--- src/rtl/pc_unit.sv ---
// pc_unit: 16-bit program counter driven by the branch unit's control outputs.
// It supports sequential increment, absolute loads ({data_in, lo_latch}) and
// 8-bit signed relative branches. When PAGE_FIX is 1, a relative branch that
// crosses a page spends one extra FIXUP cycle correcting the high byte, and
// asserts stall during that cycle.
module pc_unit #(
    parameter logic [15:0] RESET_PC = 16'hFFFC,
    parameter bit          PAGE_FIX = 1'b1
) (
    input  logic        clk_2,
    input  logic        rst,
    input  logic        rdy,
    input  logic        branch,
    input  logic        lower_byte,
    input  logic        normal,
    input  logic        rel_mode,
    input  logic        pc_increment,
    input  logic [7:0]  data_in,
    output logic [15:0] pc,
    output logic        stall,
    output logic        page_cross
);

    typedef enum logic [0:0] {
        ST_RUN   = 1'b0,
        ST_FIXUP = 1'b1
    } state_t;

    state_t      state_q, state_d;
    logic [15:0] pc_q, pc_d;
    logic [7:0]  lo_q, lo_d;
    logic        dir_up_q, dir_up_d;
    logic        page_cross_q, page_cross_d;

    // Relative-branch arithmetic, computed only on the low byte.
    logic [8:0]  sum9_s;
    logic        crossed_s;
    logic [15:0] full_sum_s;

    // Low-byte add plus the carry/sign test that decides whether the page changed.
    always_comb begin
        sum9_s     = {1'b0, pc_q[7:0]} + {1'b0, data_in};
        crossed_s  = (data_in[7] == 1'b0) ? sum9_s[8] : ~sum9_s[8];
        full_sum_s = pc_q + {{8{data_in[7]}}, data_in};
    end

    // State register: synchronous active-low reset; rdy low freezes everything.
    always_ff @(posedge clk_2) begin
        if (!rst) begin
            state_q      <= ST_RUN;
            pc_q         <= RESET_PC;
            lo_q         <= 8'h00;
            dir_up_q     <= 1'b0;
            page_cross_q <= 1'b0;
        end else if (rdy) begin
            state_q      <= state_d;
            pc_q         <= pc_d;
            lo_q         <= lo_d;
            dir_up_q     <= dir_up_d;
            page_cross_q <= page_cross_d;
        end else begin
            state_q      <= state_q;
            pc_q         <= pc_q;
            lo_q         <= lo_q;
            dir_up_q     <= dir_up_q;
            page_cross_q <= page_cross_q;
        end
    end

    // Next-state and datapath decisions for RUN and FIXUP.
    always_comb begin
        state_d      = state_q;
        pc_d         = pc_q;
        lo_d         = lo_q;
        dir_up_d     = dir_up_q;
        page_cross_d = 1'b0;
        case (state_q)
            ST_RUN: begin
                // The low-byte latch updates independently of the PC action;
                // an absolute load in the same cycle still sees the old value.
                if (lower_byte) begin
                    lo_d = data_in;
                end else begin
                    lo_d = lo_q;
                end
                if (branch) begin
                    if (rel_mode && normal) begin
                        if (!crossed_s) begin
                            pc_d = {pc_q[15:8], sum9_s[7:0]};
                        end else if (PAGE_FIX) begin
                            pc_d         = {pc_q[15:8], sum9_s[7:0]};
                            page_cross_d = 1'b1;
                            dir_up_d     = ~data_in[7];
                            state_d      = ST_FIXUP;
                        end else begin
                            pc_d         = full_sum_s;
                            page_cross_d = 1'b1;
                        end
                    end else begin
                        pc_d = {data_in, lo_q};
                    end
                end else if (pc_increment) begin
                    pc_d = pc_q + 16'd1;
                end else begin
                    pc_d = pc_q;
                end
            end
            ST_FIXUP: begin
                // Correct the high byte; all sequencer requests are ignored here.
                if (dir_up_q) begin
                    pc_d = {pc_q[15:8] + 8'd1, pc_q[7:0]};
                end else begin
                    pc_d = {pc_q[15:8] - 8'd1, pc_q[7:0]};
                end
                state_d = ST_RUN;
            end
            default: begin
                state_d = ST_RUN;
            end
        endcase
    end

    // Output decode: every output comes straight from a register.
    always_comb begin
        pc         = pc_q;
        page_cross = page_cross_q;
        stall      = (state_q == ST_FIXUP);
    end

endmodule
--- config.mk ---
export PLATFORM = sky130hd
export DESIGN_NAME = pc_unit
export DESIGN_NICKNAME = d
export VERILOG_FILES = /design/src/rtl/pc_unit.sv
export SDC_FILE = /design/constraint.sdc
export NUM_CORES = 1
export LEC_CHECK = 0
export CORE_MARGIN = 4
export CORE_UTILIZATION = 45
export CTS_BUF_LIST = sky130_fd_sc_hd__clkbuf_8
export DETAILED_ROUTE_END_ITERATION = 12
export PLACE_DENSITY = 0.76
export SKIP_LAST_GASP = 1
export SLEW_MARGIN = 0
export SYNTH_ARGS = -nofsm -noshare
export SYNTH_HDL_FRONTEND = slang
export SYNTH_SLANG_ARGS = --single-unit
export TNS_END_PERCENT = 10
--- constraint.sdc ---
create_clock -name clk_2 -period 2.7 [get_ports clk_2]
set_input_delay 0.405 -clock clk_2 [delete_from_list [all_inputs] [get_ports clk_2]]
set_output_delay 0.405 -clock clk_2 [all_outputs]
set_load 0.005 [all_outputs]
; ---- Yosys cells after proc, flatten, opt, wreduce, memory -nomap -nowiden
; Cells that the tools add are included.
[totals]
reg_bits = 27
word_cells = 31
in_bits = 16
out_inout_bits = 18
[op_classes]
bitwise_logic = 3
muxes = 11
n_eq_ne = 2
n_reduce_logical = 5
addsub = 4
[op_table]
columns = operator, count
row1 = $mux W16, 4
row2 = $pmux W16 S2, 1
row3 = $add A16 B1 Y16 const B, 1
row4 = $add A8 B8 Y9, 1
row5 = $reduce_and A3 Y1, 3
row6 = $add A8 B1 Y8 const B, 1
row7 = $sub A8 B1 Y8 const B, 1
row8 = $ne A3 B3 Y1 const B, 2
row9 = $mux W1, 5
row10 = $reduce_and A5 Y1, 1
row11 = $not A1 Y1, 3
row12 = $pmux W1 S2, 1
row13 = $logic_and A1 B1 Y1, 1

; ---- Depth between registers and ports, before layout
[logic_depth]
word_depth = 7
mapped_depth = 7
depth_no_buf = 7

; ---- Least setup slack after synthesis
; Ideal clock, no wire load.
[synth_timing]
kind = input to register
from = input data_in[0]
to = register pc_q[6] (netlist: pc[6])
setup_time_ns = 0.134
path_buffers = 0
required_ns = 2.566
arrival_ns = 1.937
slack_ns = 0.629
path_stages = 7
path_cell_list = ha_1 > fa_1 > a211oi_1 > o21bai_1 > mux2i_1 > a2111oi_0 > a21oi_1
[synth_between]
elab_chain_cells = 4
[synth_rtl]
columns = item, line
row1 = from (decl), 18  ; input logic [7:0] data_in,
row2 = $add A8 B8 Y9, 42  ; sum9_s = {1'b0, pc_q[7:0]} + {1'b0, data_in};
row3 = $mux W16, 87  ; if (rel_mode && normal) begin
row4 = $mux W16, 86  ; if (branch) begin
row5 = $pmux W16 S2, 77  ; case (state_q)
row6 = to (signal assigned), 57  ; pc_q <= pc_d;
row7 = to (signal assigned), 63  ; pc_q <= pc_q;
row8 = to (decl), 30  ; logic [15:0] pc_q, pc_d;
; No other way between the ends. The select of a mux whose other input is x is not followed.
; A chain may end at the register's enable or synchronous reset.

; ---- Worst setup path after layout
; Same ends and word-level chain as after synthesis.

==> impl_metrics.tcl <==
set metrics [dict create \
    grt_pass1_vias 2439 \
    finalMaxSlewViolations 0 \
    hold_violations 0 \
    die_w_um 81.28 \
    clk-insertion-delay-late_ns 0.28 \
    ys.flop_type "dfxtp_1" \
    pre_cts_ws_ns -0.09347 \
    cellPowerDensity_nw_per_um2 386.0 \
    status "finished, final reports clean" \
    cp.required_ns 2.85 \
    viasPerCell 6.295 \
    p_sw_w 0.0003966 \
    diodes 0 \
    setup_slack_ns 0.1499 \
    drive_gt1_share_pct 9.610 \
    initial_utilization_pct 47.01 \
    worst_pin_slew_ns 0.6709 \
    pwr-share-clk_pct 21.0 \
    antenna_found_initial 0 \
    drv_cap 0 \
    fillers 514 \
    crit_path_start_kind "input pin" \
    synth.largest_area_cell "dfxtp_1" \
    ir_drop_mv 0.2145 \
    ys_types 70 \
    clkSlewWorstSetupHoldPaths_ns 0.09 \
    avgSynthCellArea_um2 7.922 \
    cp-end-kind "register" \
    ys_ff_latch 26 \
    critical_path_class "input pin to register" \
    syn_area_um2 2416 \
    setup_tns_ns 0 \
    crit_fanout 3 \
    root_buffer "clkbuf_8" \
    io_pins 34 \
    cts-buffers-inserted 3 \
    netlist_instances 305 \
    power.internal_w 0.0007025 \
    ys_warn_count 0 \
    place_hpwl_mm 5.357 \
    postSynth.asyncResetShare_pct 0 \
    cts.hold.buffers_added 0 \
    synth_area_leaders "dfxtp_1 22%, ha_1 7.8%, nand2_1 4.5%" \
    clock-sinks 26 \
    cts_htree_levels 1 \
    die_h_um 81.28 \
    synth_top_area_share_pct 21.54 \
    clk_path_buf_depth 2 \
    cts_tree "done" \
    seq_area_frac_synth_pct 21.54 \
    die-area_um2 6606 \
    post_cts_buffers 0 \
    gp_congestion 0.9202 \
    wl_per_cell_um 17.54 \
    cts_resized 0 \
    fin_skew_ns 0.004633 \
    rsz0062_at_grt "false" \
    finalCriticalPeriod_ns 2.550 \
    nNetsFinal 368 \
    synth_nets 338 \
    max_clock_freq_mhz 392.1 \
    p_leak_nw 1.071 \
    worstPathArrival_ns 2.70 \
    slowest_stage "clkdlybuf4s50_1" \
    io_buffers 33 \
    drt-total-wl_mm 7.069 \
    drt_iter0_markers 203 \
    swShare_pct 36.08 \
    synth-edff-count 0 \
    grt_max_degree 20 \
    relSlewSlack_pct 55.21 \
    via_count 2537 \
    cp_cell_sequence "clkdlybuf4s50_1 > ha_1 > fa_1 > a211oi_1 > o21bai_1 > mux2i_1 > a2111oi_0 > a21oi_1" \
    drc 0 \
    grt_overflow 0 \
    finalSetupViolations 0 \
    rows 26 \
    path_delay_family "compound AO/OA/AOI/OAI gates" \
    core_area_um2 5140 \
    grt_usage_pct 22.35 \
    grt_pass1_wl_mm 11.67 \
    combPwrFrac_pct 37.9 \
    final_antenna_net_count 0 \
    max_stage_delay_ns 0.44 \
    timing.final.crit_share_pct 94.45 \
    area_growth_pct 17.87 \
    first_pass_iters 5 \
    hp-class "register to register" \
    crit_buf_inv 1 \
    seqPwrFrac_pct 41.1 \
]
==> cells by family after synthesis <==
| group | Yosys count | synth area share, % |
|---|---|---|
| AO/OA/AOI/OAI | 104 | 30.87 |
| XOR/XNOR | 8 | 2.900 |
| adder cells (fa/ha/maj) | 17 | 9.425 |
| buffers and inverters | 23 | 5.178 |
| flip-flops | 26 | 21.54 |
| multiplexers | 5 | 2.123 |
| AND/OR/NAND/NOR | 122 | 27.97 |
==> worst register-to-register path: cells and delay by family, from the launching register on <==
kind            cells  cell delay (ns)
compound gates      4             1.02
fa+ha+maj           2             0.65
flops               1             0.33
mux                 1             0.14
==> cell usage in the layout (no fill, tap or decap), types with 3 or more instances in the layout <==
cell	instances
a211oi_1	13
o21bai_1	5
clkbuf_8	3
nand3_1	20
a21oi_1	15
and3_1	5
ha_1	15
o21ai_0	20
a21o_1	4
nand3b_1	8
o21a_1	3
a21boi_0	8
dfxtp_1	26
nor3_1	7
xnor2_1	3
nand2b_1	4
nor2_1	22
a31oi_1	5
buf_4	11
inv_1	4
nand4_1	5
nand2_1	29
xor2_1	5
mux2i_1	4
clkdlybuf4s50_1	33
==> worst paths after layout <==
path,start,endpoint,slack [ns],cells after the start
setup reg to reg,pc[0],pc[6],0.43,7
setup / recovery,data_in[0],pc[6],0.15,8
hold reg to reg,lo_q[0],lo_q[0],0.47,2
hold / removal,lo_q[0],lo_q[0],0.47,2
==> stage by stage <==
stage	area [um^2]	hold WS, ns	power, W	cells	utilization (%)
5_1_grt	2848	0.4978	0.001168	403	55.40
2_1_floorplan	2416	0.4370	0.0007262	305	-
3_5_place_dp	2806	0.4570	0.0008679	400	54.60
6_report	2848	0.4663	0.001099	403	55.40
4_1_cts	2848	0.4706	0.001097	403	55.40
3_3_place_gp	2806	0.4476	0.0008585	400	54.60
==> synthesized netlist by cell type (all sizes together), types with 4 or more instances <==
library cell / instances
mux2i: 4
a21o: 4
nor2: 22
nor3: 7
nand2: 29
xor2: 5
a21boi: 8
clkbuf: 7
nand3b: 8
nand4: 6
a211oi: 15
ha: 15
nand2b: 4
o21bai: 5
a31oi: 5
and3: 6
inv: 4
dfxtp: 26
buf: 12
nand3: 20
o21ai: 21
a21oi: 15
==> routing by layer <==
layer | track usage [%] | vias to the layer above | routed length [um] | share of wire [%]
met5 | 0 | - | 0 | 0
met4 | 7.770 | 0 | 124 | 1.8
met3 | 3.326 | 11 | 618 | 8.7
met2 | 37.21 | 107 | 3312 | 47
met1 | 29.18 | 1187 | 3013 | 43
li1 | - | 1232 | - | -
==> flip-flops by register name, indices dropped and copies added, names as in the netlist <==
register  cells
dir_up_q      1
stall         1
lo_q          8
pc           16
==> power by group through the flow <==
stage | logic [W] | clock network (W) | registers [W]
2_1_floorplan | 0.000276 | 0 | 0.000450
3_3_place_gp | 0.000400 | 0 | 0.000459
3_5_place_dp | 0.000408 | 0 | 0.000460
4_1_cts | 0.000411 | 0.000235 | 0.000451
5_1_grt | 0.000459 | 0.000251 | 0.000458
6_report | 0.000416 | 0.000231 | 0.000452
==> final cells by class <==
cell class / instances / area (um^2) / area share, %
Inverter: 4 / 15.01 / 0.5272
Tap cell: 70 / 87.58 / 3.076
Clock buffer: 3 / 41.29 / 1.450
Sequential cell: 26 / 520.5 / 18.28
Timing Repair Buffer: 44 / 412.9 / 14.50
Multi-Input combinational cell: 256 / 1770 / 62.17
No activity file was read; power rests on OpenSTA's default activity.
